`src/rtl/audio_capture.sv`:
```
// audio_capture: I2S receiver for the WM8731 ADC path.
// Synchronises BCLK/ADCLRCK/ADCDAT into the clk domain, deserialises
// MSB-first left/right words and presents each stereo pair on a
// valid/ready interface with a sticky overrun flag.
// Optional feature macro: AUDIO_CAPTURE_PEAK_EN (adds peak / peak_clr).
module audio_capture #(
    parameter int unsigned WIDTH       = 16,
    parameter int unsigned SYNC_STAGES = 2
) (
    input  logic             clk,
    input  logic             reset,
    input  logic             enable,
    input  logic             bclk,
    input  logic             adc_lr_clk,
    input  logic             adc_dat,
    output logic [WIDTH-1:0] sample_left,
    output logic [WIDTH-1:0] sample_right,
    output logic             sample_valid,
    input  logic             sample_ready,
    output logic             overrun,
    input  logic             overrun_clr
`ifdef AUDIO_CAPTURE_PEAK_EN
    ,
    input  logic             peak_clr,
    output logic [WIDTH-2:0] peak
`endif
);

    localparam int unsigned CNT_W = $clog2(WIDTH);

    typedef enum logic [1:0] {
        ST_IDLE  = 2'd0,
        ST_SHIFT = 2'd1,
        ST_WAIT  = 2'd2
    } state_t;

    logic [SYNC_STAGES-1:0] bclk_sync;
    logic [SYNC_STAGES-1:0] lr_sync;
    logic [SYNC_STAGES-1:0] dat_sync;
    logic                   bclk_s;
    logic                   lr_s;
    logic                   dat_s;
    logic                   bclk_prev;
    logic                   lr_prev;
    logic                   bclk_rise;
    logic                   lr_edge;

    state_t                 state_q;
    state_t                 state_d;
    logic                   chan_q;
    logic                   chan_d;
    logic [CNT_W-1:0]       bitcnt_q;
    logic [CNT_W-1:0]       bitcnt_d;
    logic [WIDTH-2:0]       shreg_q;
    logic [WIDTH-2:0]       shreg_d;
    logic [WIDTH-1:0]       left_hold_q;
    logic [WIDTH-1:0]       left_hold_d;
    logic                   left_vld_q;
    logic                   left_vld_d;
    logic [WIDTH-1:0]       word_c;
    logic                   pair_c;

    // Multi-stage synchronisers for the three codec inputs
    always_ff @(posedge clk or posedge reset) begin
        if (reset) begin
            bclk_sync <= '0;
            lr_sync   <= '0;
            dat_sync  <= '0;
        end else begin
            bclk_sync <= {bclk_sync[SYNC_STAGES-2:0], bclk};
            lr_sync   <= {lr_sync[SYNC_STAGES-2:0], adc_lr_clk};
            dat_sync  <= {dat_sync[SYNC_STAGES-2:0], adc_dat};
        end
    end

    assign bclk_s    = bclk_sync[SYNC_STAGES-1];
    assign lr_s      = lr_sync[SYNC_STAGES-1];
    assign dat_s     = dat_sync[SYNC_STAGES-1];
    assign bclk_rise = bclk_s & ~bclk_prev;
    assign lr_edge   = bclk_rise & (lr_s ^ lr_prev);

    // BCLK edge detector and LRCK history sampled on each BCLK rise
    always_ff @(posedge clk or posedge reset) begin
        if (reset) begin
            bclk_prev <= 1'b0;
            lr_prev   <= 1'b0;
        end else begin
            bclk_prev <= bclk_s;
            if (bclk_rise) begin
                lr_prev <= lr_s;
            end
        end
    end

    // FSM state register
    always_ff @(posedge clk or posedge reset) begin
        if (reset) begin
            state_q <= ST_IDLE;
        end else begin
            state_q <= state_d;
        end
    end

    // Next-state and deserialiser control; the edge bit is the I2S delay bit
    always_comb begin
        state_d     = state_q;
        chan_d      = chan_q;
        bitcnt_d    = bitcnt_q;
        shreg_d     = shreg_q;
        left_hold_d = left_hold_q;
        left_vld_d  = left_vld_q;
        pair_c      = 1'b0;
        word_c      = {shreg_q, dat_s};

        if (!enable) begin
            state_d    = ST_IDLE;
            bitcnt_d   = '0;
            left_vld_d = 1'b0;
        end else if (bclk_rise) begin
            case (state_q)
                ST_IDLE: begin
                    if (lr_edge && !lr_s) begin
                        state_d    = ST_SHIFT;
                        chan_d     = 1'b0;
                        bitcnt_d   = '0;
                        left_vld_d = 1'b0;
                    end
                end
                ST_SHIFT: begin
                    if (lr_edge) begin
                        // short word: drop it and restart on the new channel
                        chan_d   = lr_s;
                        bitcnt_d = '0;
                        if (!lr_s) begin
                            left_vld_d = 1'b0;
                        end
                    end else begin
                        shreg_d  = word_c[WIDTH-2:0];
                        bitcnt_d = bitcnt_q + CNT_W'(1);
                        if (bitcnt_q == CNT_W'(WIDTH - 1)) begin
                            state_d  = ST_WAIT;
                            bitcnt_d = '0;
                            if (!chan_q) begin
                                left_hold_d = word_c;
                                left_vld_d  = 1'b1;
                            end else begin
                                pair_c     = left_vld_q;
                                left_vld_d = 1'b0;
                            end
                        end
                    end
                end
                ST_WAIT: begin
                    if (lr_edge) begin
                        bitcnt_d = '0;
                        if (!lr_s) begin
                            state_d    = ST_SHIFT;
                            chan_d     = 1'b0;
                            left_vld_d = 1'b0;
                        end else if (left_vld_q) begin
                            state_d = ST_SHIFT;
                            chan_d  = 1'b1;
                        end else begin
                            state_d = ST_IDLE;
                        end
                    end
                end
                default: begin
                    state_d = ST_IDLE;
                end
            endcase
        end
    end

    // Deserialiser datapath registers
    always_ff @(posedge clk or posedge reset) begin
        if (reset) begin
            chan_q      <= 1'b0;
            bitcnt_q    <= '0;
            shreg_q     <= '0;
            left_hold_q <= '0;
            left_vld_q  <= 1'b0;
        end else begin
            chan_q      <= chan_d;
            bitcnt_q    <= bitcnt_d;
            shreg_q     <= shreg_d;
            left_hold_q <= left_hold_d;
            left_vld_q  <= left_vld_d;
        end
    end

    // Output pair registers, valid/ready handshake and sticky overrun
    always_ff @(posedge clk or posedge reset) begin
        if (reset) begin
            sample_left  <= '0;
            sample_right <= '0;
            sample_valid <= 1'b0;
            overrun      <= 1'b0;
        end else begin
            if (pair_c) begin
                sample_left  <= left_hold_q;
                sample_right <= word_c;
                sample_valid <= 1'b1;
            end else if (sample_valid && sample_ready) begin
                sample_valid <= 1'b0;
            end
            if (pair_c && sample_valid && !sample_ready) begin
                overrun <= 1'b1;
            end else if (overrun_clr) begin
                overrun <= 1'b0;
            end
        end
    end

`ifdef AUDIO_CAPTURE_PEAK_EN
    logic [WIDTH-2:0] peak_base_c;
    logic [WIDTH-2:0] peak_next_c;
    logic [WIDTH-2:0] mag_l_c;
    logic [WIDTH-2:0] mag_r_c;

    // Saturating magnitude: the most negative code maps to full scale
    function automatic logic [WIDTH-2:0] mag(input logic [WIDTH-1:0] x);
        if (!x[WIDTH-1]) begin
            mag = x[WIDTH-2:0];
        end else if (x[WIDTH-2:0] == '0) begin
            mag = '1;
        end else begin
            mag = ~x[WIDTH-2:0] + (WIDTH-1)'(1);
        end
    endfunction

    // Peak candidate; a clear in the same cycle as a load zeroes the base
    always_comb begin
        mag_l_c     = mag(left_hold_q);
        mag_r_c     = mag(word_c);
        peak_base_c = peak_clr ? '0 : peak;
        peak_next_c = peak_base_c;
        if (mag_l_c > peak_next_c) begin
            peak_next_c = mag_l_c;
        end
        if (mag_r_c > peak_next_c) begin
            peak_next_c = mag_r_c;
        end
    end

    // Peak register updated on every pair load
    always_ff @(posedge clk or posedge reset) begin
        if (reset) begin
            peak <= '0;
        end else if (pair_c) begin
            peak <= peak_next_c;
        end else begin
            peak <= peak_base_c;
        end
    end
`endif

endmodule

```
`config.mk`:
```
export PLATFORM = sky130hd
export DESIGN_NAME = audio_capture
export DESIGN_NICKNAME = d
export VERILOG_FILES = /design/src/rtl/audio_capture.sv
export SDC_FILE = /design/constraint.sdc
export NUM_CORES = 1
export LEC_CHECK = 0
export BUFFER_PORTS_ARGS = -buffer_cell sky130_fd_sc_hd__buf_4
export CELL_PAD_IN_SITES_DETAIL_PLACEMENT = 0
export CELL_PAD_IN_SITES_GLOBAL_PLACEMENT = 2
export CORE_UTILIZATION = 44
export DETAILED_ROUTE_END_ITERATION = 8
export GPL_ROUTABILITY_DRIVEN = 1
export PLACE_DENSITY = 0.84
export SLEW_MARGIN = 40
export SYNTH_ARGS = -nofsm -noshare
export SYNTH_HDL_FRONTEND = slang
export SYNTH_SLANG_ARGS = --single-unit
```
`constraint.sdc`:
```
create_clock -name clk -period 3.48 [get_ports clk]
set_clock_uncertainty 0.15 [all_clocks]
set_input_delay 0 -clock clk [delete_from_list [all_inputs] [get_ports clk]]
set_output_delay 0 -clock clk [all_outputs]
set_load 0.05 [all_outputs]
```
* Word level (Yosys, flattened, before mapping) *
Cells that the tools add are included.

cells by class
  add/sub/neg operators = 1
  reduce and logical (&&, ||, !) cells = 16
  eq/ne operators = 14
  bitwise operators = 6
  mux-type cells = 40

operators by type and width
  cell                   number
  $mux W1                24
  $mux W4                6
  $ne A3 B3 Y1 const B   5
  $mux W2                6
  $pmux W4 S3            1
  $reduce_and A5 Y1      2
  $reduce_and A4 Y1      2
  $reduce_and A7 Y1      1
  $ne A2 B2 Y1 const B   3
  $pmux W1 S3            2
  $pmux W2 S3            1
  $reduce_and A6 Y1      1
  $add A4 B1 Y4 const B  1
  $eq A4 B4 Y1 const B   1
  $logic_and A1 B1 Y1    4
  $ne A4 B1 Y1 const B   1
  $ne A4 B4 Y1 const B   1
  $reduce_bool A2 Y1     2
  $not A1 Y1             3
  $reduce_bool A3 Y1     1
  $and A1 B1 Y1          2
  $eq A2 B1 Y1 const B   1
  $eq A2 B2 Y1 const B   1
  $logic_not A1 Y1       2
  other kinds (3)        3

storage, ports and cells
  bits in registers = 81
  input port bits = 8
  output and inout bits = 34
  word-level logic and storage cells = 92

* Logic depth before layout (Yosys ltp) *
Gate-level depths: netlist of the first run.

  word-level depth = 10
  gate-level depth with buffers = 7
  mapped depth without buffers = 7

* Worst setup path after synthesis of the first run *
OpenSTA, ideal clock, no wires.

  path type = register to register
  from = register state_q[0]
  to = register left_vld_q
  required time = 3.205 ns
  arrival time = 1.841 ns
  stages on the path, launching flop included = 8
  library setup time = 0.125 ns
  path buffers = 0
  path slack = 1.364 ns
  period minus slack after synthesis = 2.116 ns
  path through = dfrtp_1 > inv_1 > ha_1 > or3b_1 > a31o_2 > o21ai_4 > o21ai_2 > mux2_4

on the way
  word-level cells in the longest chain between the ends = 4
  elaborated cells between the ends (all ways) = 11
  those cells by class = 6 x eq/ne; 3 x mux; 2 x reduce/logical

RTL lines
  item                                  line  text
  start, declared                       48    state_t state_q;
  start signal, assigned                100   state_q <= state_d;
  $eq A2 B2 Y1 (tied with other cells)  120   case (state_q)
  $pmux W1 S3                           120
  $mux W1                               119   end else if (bclk_rise) begin
  $mux W1                               115   if (!enable) begin
  end signal, assigned                  188   left_vld_q <= left_vld_d;
  end, declared                         58    logic left_vld_q;

Parallel ways exist; a longest one is shown, timed or not. The select of a mux whose other input is x is not followed.
A chain may end at the register's enable or synchronous reset.

* Worst setup path after layout of the first run *
  from = register state_q[1]
  to = register overrun

on the way
  word-level cells in the longest chain between the ends = 7
  elaborated cells between the ends (all ways) = 8
  those cells by class = 1 x eq/ne; 4 x mux; 3 x reduce/logical

RTL lines
  item                                                  line  text
  $eq A2 B1 Y1 (*)                                      120
  $mux W1 (*)                                           120
  $mux W1 (*)                                           119
  $mux W1 (*)                                           115
  $logic_and A1 B1 Y1 (*) (2 in a row)                  207   if (pair_c && sample_valid && !sample_ready) begin
  $mux W1 / $reduce_bool A2 Y1 (equally long branches)  --
  end signal, assigned                                  198   overrun <= 1'b0;
  end signal, assigned                                  208   overrun <= 1'b1;
  end signal, assigned                                  210   overrun <= 1'b0;
  end, declared                                         20    output logic overrun,

Every way passes the cells marked *; elsewhere a longest branch is shown, timed or not.

==> results of run 1 <==
==> power by group through the flow <==
stage	clock, mW	combinational [mW]	sequential (mW)
finish	0.671	0.188	1.01
global route	0.728	0.212	1.02
CTS	0.696	0.190	1.01
detailed placement	0	0.183	1.03
global placement	0	0.182	1.03
floorplan	0	0.142	1.02
==> metal layers <==
layer	track usage	share of wire	vias to the layer above	routed length, um
li1	-	-	895	-
met1	0.215	0.49	943	2750
met2	0.238	0.46	33	2590
met3	0.0296	0.028	8	157
met4	0.0605	0.014	0	76
met5	0	0	-	0
==> final cells by class <==
type / instances / area, um2
sequential: 81 / 2030
clock inverter: 4 / 51.3
inverter: 7 / 31.3
tap: 99 / 124
fill: 645 / 3260
timing repair buffer: 53 / 430
clock buffer: 12 / 145
multi-input combinational: 129 / 1300
==> worst min path at each step <==
| stage | slack [ns] | depth (start not counted) | endpoint | from |
|---|---|---|---|---|
| finish | 0.11 | 3 | sample_right[15] | reset |
| global route | 0.15 | 2 | dat_sync[0] | adc_dat |
| CTS | 0.12 | 3 | sample_right[15] | reset |
| detailed placement | -0.06 | 2 | sample_left[15] | reset |
| global placement | -0.04 | 1 | dat_sync[0] | adc_dat |
| floorplan | -0.12 | 0 | bclk_sync[0] | bclk |
==> critical path, stage by stage, from the launching register on <==
cell and delay (ns):
dfrtp_1 0.43, inv_1 0.09, ha_1 0.22, nand2_1 0.17, nor3_4 0.14, buf_4 0.26, nand4_4 0.34, buf_12 0.30
o22ai_1 0.16, dlygate4sd3_1 0.57
==> registers in the layout, indices dropped and copies added (netlist names) <==
name          flops
left_hold_q      16
sample_left      16
sample_right     16
shreg_q          15
bitcnt_q          4
bclk_sync         2
dat_sync          2
lr_sync           2
state_q           2
bclk_prev         1
chan_q            1
left_vld_q        1
lr_prev           1
overrun           1
sample_valid      1
==> kinds of logic after synthesis <==
family | synth area share
flip-flops | 0.595
multiplexers | 0.252
AND/OR/NAND/NOR | 0.0676
AO/OA/AOI/OAI | 0.0356
buffers and inverters | 0.0224
adder cells (fa/ha/maj) | 0.0220
XOR/XNOR | 0.00478
==> cells in the mapped netlist (2+ instances only) <==
cell      number  area share
a21oi_1        4      0.0059
mux2_2        35        0.12
nand2b_1       3      0.0055
o21ai_0        6      0.0088
nand2_1       12       0.013
ha_1           6       0.022
mux2_4        29        0.13
inv_1          7      0.0077
nor2_1         2      0.0022
dfrtp_1       81        0.60
nand3_1        6      0.0088
buf_6          4       0.013
nor3b_1        2      0.0044
nor2b_1        4      0.0073
mux2i_1        3      0.0088
==> flow_summary_export.csv, run 1 <==
group,metric,value,unit
outcome,status,"finished clean",
setup_path,crit_type,"reg2reg",
floorplan,initial_utilization,0.462,
setup_path,cp-end-kind,"register",
placed_design,dp_cells,360,
synth,synthFlopType,"dfrtp_1",
synth,ys_ff_latch,81,
power,p_clk_frac,0.358,
power,p_total,1.87,mW
finish,final_core_util,0.558,
floorplan,die_area,8100,um2
timing,maxSlewViolCount,0,
placed_design,post-dp-hpwl,3600,um
synth,seq_area_frac_synth,0.595,
placed_design,place_area,3810,um2
detailed_routing,dr_total_vias,1879,
detailed_routing,vias_per_cell,4.88,
placed_design,numPortBuffers,41,
global_route,track_usage,0.154,
clock_network,cts_setup_buffers,0,
detailed_routing,wl,5580,um
timing,hold_viol,0,
finish,drive_gt1_frac,0.462,
finish,final_common_cell,"dfrtp_1",
setup_path,cp-endpoint,"overrun",
power,ir_worst_vdd,235,uV
synth,syn_area_per_cell,15.3,um2
clock_network,clock_sinks,81,
placed_design,gp_congestion,0.883,
detailed_routing,drc,0,
clock_network,cts_tree,"built",
timing,finalCritPeriodShare,0.836,
power,p_int,1.41,mW
finish,layout_common_cells,"81 x dfrtp_1, 44 x buf_4, 35 x mux2_2, 29 x mux2_4, 12 x nand2_1",
floorplan,core_area,7370,um2
placed_design,dp_slack,0.652,ns
floorplan,core.rowCount,31,
synth,synth_nets,236,
global_route,antenna_found_initial,0,
clock_network,clock_latency,0.33,ns
finish,antenna_cells,0,
timing,whs,0.113,ns
timing,worst_pin_slew,0.537,ns
floorplan,dieHeight,90.0,um
job,cap_violations,0,
clock_network,numCtsBuffers,9,
timing,slew_headroom,0.642,
power,power_switching,0.466,mW
timing,setup_tns,0,ns
setup_path,cp.arrival,3.04,ns
timing,setup_viol,0,
power,leakagePower,2.18,nW
global_route,grt_pass1_vias,1989,
setup_path,critPathRequiredTime,3.61,ns
synth,syn_area,3410,um2
finish,final_cells,385,
detailed_routing,drtIter0Drc,84,
setup_path,reg2reg_to,"overrun",
worst_hold_path,hold_class,"in2async",
clock_network,clk_path_buf_depth,2,
power,power_density,455,nW/um2
setup_path,start_kind,"register",
timing,period_minus_slack,2.91,ns
setup_path,critPathLaunch,"state_q[1]",
power,pwr-share-seq,0.541,
global_route,grt_overflow,0,
detailed_routing,dr.pass1.iters,4,
setup_path,worstPathMaxFanout,22,
synth,netlist_instances,222,
global_route,grt_pass1_wl,9800,um
finish,final_cell_area,4110,um2
setup_path,r2r_cells,9,
finish,area_growth_syn_to_layout,20.7,%
clock_network,cts_resized,0,
synth,async_flop_share,1.00,
clock_network,htree_levels,3,
timing,rsz0062_at_grt,"no",
clock_network,cts_root_buf,"clkbuf_8",
timing,setup_slack,0.570,ns
synth,synth_edf_count,0,
global_route,grt_max_degree,64,
power,p_sw_frac,0.249,
timing,max_freq,344,MHz
clock_network,path_clk_slew,0.08,ns
floorplan,die_x,90.0,um
setup_path,r2r_slack,0.57,ns
finish,final_net_count,295,
floorplan,ios,42,
clock_network,hold_buffers,8,
synth,ys_types,33,
setup_path,r2r-start,"state_q[1]",
synth,synth_warnings,0,
detailed_routing,ant_nets,0,
detailed_routing,wl_per_cell,14.5,um
power,combPwrFrac,0.100,
Note: power is estimated with default switching activity, not from simulation.
==> inputs of run 2 (changes only) <==
Settings changed: CORE_UTILIZATION 44 to 37, PLACE_DENSITY 0.84 to 0.76.
Clock period 3.48 ns to 2.5 ns, I/O delays scaled along.
==> flow_summary_export.csv, run 2 (synthesized netlist as in run 1, its figures left out) <==
group,metric,value,unit
outcome,status,"finished with violations",
outcome,violations,"DRC",
placed_design,post-dp-hpwl,3800,um
floorplan,ios,42,
finish,antenna_cells,0,
clock_network,cts_tree,"built",
floorplan,core_area,8810,um2
floorplan,core.rowCount,34,
power,leakagePower,2.19,nW
global_route,antenna_found_initial,0,
timing,finalCritPeriodShare,0.900,
finish,multi_input_area,1300,um2
detailed_routing,drtIter0Drc,94,
floorplan,die_area,9590,um2
clock_network,path_clk_slew,0.08,ns
detailed_routing,vias_per_cell,4.87,
power,p_sw_frac,0.256,
detailed_routing,wl_per_cell,14.3,um
setup_path,critPathRequiredTime,2.57,ns
finish,seq_area,2030,um2
setup_path,crit_path_max_incr_delay,0.41,ns
timing,max_freq,444,MHz
clock_network,numCtsBuffers,9,
timing,setup_tns,0,ns
power,p_int,1.96,mW
timing,hold_viol,0,
finish,layout_common_cells,"81 x dfrtp_1, 48 x buf_4, 35 x mux2_2, 29 x mux2_4, 12 x nand2_1",
finish,area_growth_syn_to_layout,21.2,%
clock_network,clk_path_buf_depth,2,
clock_network,cts_root_buf,"clkbuf_8",
timing,maxSlewViolCount,0,
timing,rsz0062_at_grt,"no",
setup_path,cp.arrival,2.32,ns
placed_design,gp_congestion,0.828,
timing,setup_viol,0,
global_route,grt_overflow,0,
placed_design,dp_cells,373,
placed_design,numPortBuffers,41,
global_route,track_usage,0.130,
timing,worst_pin_slew,0.666,ns
setup_path,worstPathMaxFanout,8,
clock_network,htree_levels,3,
detailed_routing,ant_nets,0,
job,cap_violations,0,
detailed_routing,dr.pass1.iters,7,
detailed_routing,drc,1,
power,p_clk_frac,0.365,
finish,final_core_util,0.469,
worst_hold_path,hold_class,"in2async",
timing,slew_headroom,0.556,
setup_path,critical_path.cell_chain,"inv_1, ha_1, or3b_1, a31o_2, o21ai_4, o21ai_2, mux2_4",
floorplan,dieHeight,97.9,um
floorplan,initial_utilization,0.387,
finish,n_fill_cell,799,
detailed_routing,wl,5640,um
timing,period_minus_slack,2.25,ns
setup_path,cp-end-kind,"register",
setup_path,start_kind,"register",
setup_path,cp_slowest_cell,"dfrtp_1",
global_route,grt_max_degree,41,
power,power_density,638,nW/um2
clock_network,cts_setup_buffers,0,
clock_network,clock_sinks,81,
finish,drive_gt1_frac,0.476,
power,pwr-share-seq,0.536,
power,ir_worst_vdd,344,uV
global_route,grt_pass1_wl,9880,um
finish,final_net_count,297,
global_route,grt_pass1_vias,1951,
power,combPwrFrac,0.100,
detailed_routing,dr_total_vias,1930,
finish,reg.largest.list,"left_hold_q x16, sample_left x16, sample_right x16",
finish,final_common_cell,"dfrtp_1",
floorplan,die_x,97.9,um
power,power_switching,0.673,mW
finish,final_cells,396,
setup_path,crit_type,"reg2reg",
clock_network,clock_latency,0.34,ns
-- run 2: power groups by stage --
| stage | combinational [mW] | sequential (mW) | clock, mW |
|---|---|---|---|
| after floorplan | 0.197 | 1.42 | 0 |
| after global placement | 0.254 | 1.43 | 0 |
| after detailed placement | 0.255 | 1.44 | 0 |
| after CTS | 0.264 | 1.41 | 1.00 |
| after global routing | 0.294 | 1.42 | 1.05 |
| final | 0.262 | 1.41 | 0.960 |
-- run 2: layout make-up --
class / count / area share
inverters: 7 / 0.00667
well taps: 108 / 0.0327
multi-input cells: 129 / 0.316
flip-flops and latches: 81 / 0.491
clock inverters: 6 / 0.0161
clock buffers: 10 / 0.0334
repair buffers: 55 / 0.104
-- run 2: stage by stage --
step / power [mW] / setup WS (ns) / area (um2) / hold WS (ns)
6_report: 2.63 / 0.250 / 4130 / 0.144
4_1_cts: 2.68 / 0.249 / 4130 / 0.135
2_1_floorplan: 1.62 / 0.270 / 3410 / -0.119
3_5_place_dp: 1.69 / 0.250 / 3850 / -0.0394
3_3_place_gp: 1.69 / 0.310 / 3850 / -0.0400
5_1_grt: 2.77 / 0.115 / 4130 / 0.147
-- run 2: per-layer routing --
metal  vias to the layer above  track usage  wire length, um
met1                       967        0.186             2730
met4                         0       0.0583               70
li1                        908            -                -
met2                        49        0.190             2580
met3                         6       0.0293              270
met5                         -            0                0
-- run 2: critical path: cells and delay by family (launching register included) --
kind                     cells  cell delay [ns]
adder cells (fa/ha/maj)      1             0.25
AND/OR/NAND/NOR              1             0.35
multiplexers                 1             0.29
AO/OA/AOI/OAI                3             0.58
buffers and inverters        1             0.10
flip-flops                   1             0.41
-- run 2: repair_timing --
action                    in CTS  in global routing
hold buffers                   7                  0
gates resized for setup        0                  0
hold endpoints to repair      49                  0
-- run 2: worst paths after layout --
kind                            start          endpoint  slack, ns  depth (start not counted)
min in group clk              adc_dat       dat_sync[0]       0.16                          2
max reg2reg                state_q[0]        left_vld_q       0.25                          7
min                             reset        lr_sync[0]       0.14                          3
max in group asynchronous       reset  sample_right[14]       1.39                          4
max                        state_q[0]        left_vld_q       0.25                          7
min reg2reg                lr_sync[0]        lr_sync[1]       0.20                          0
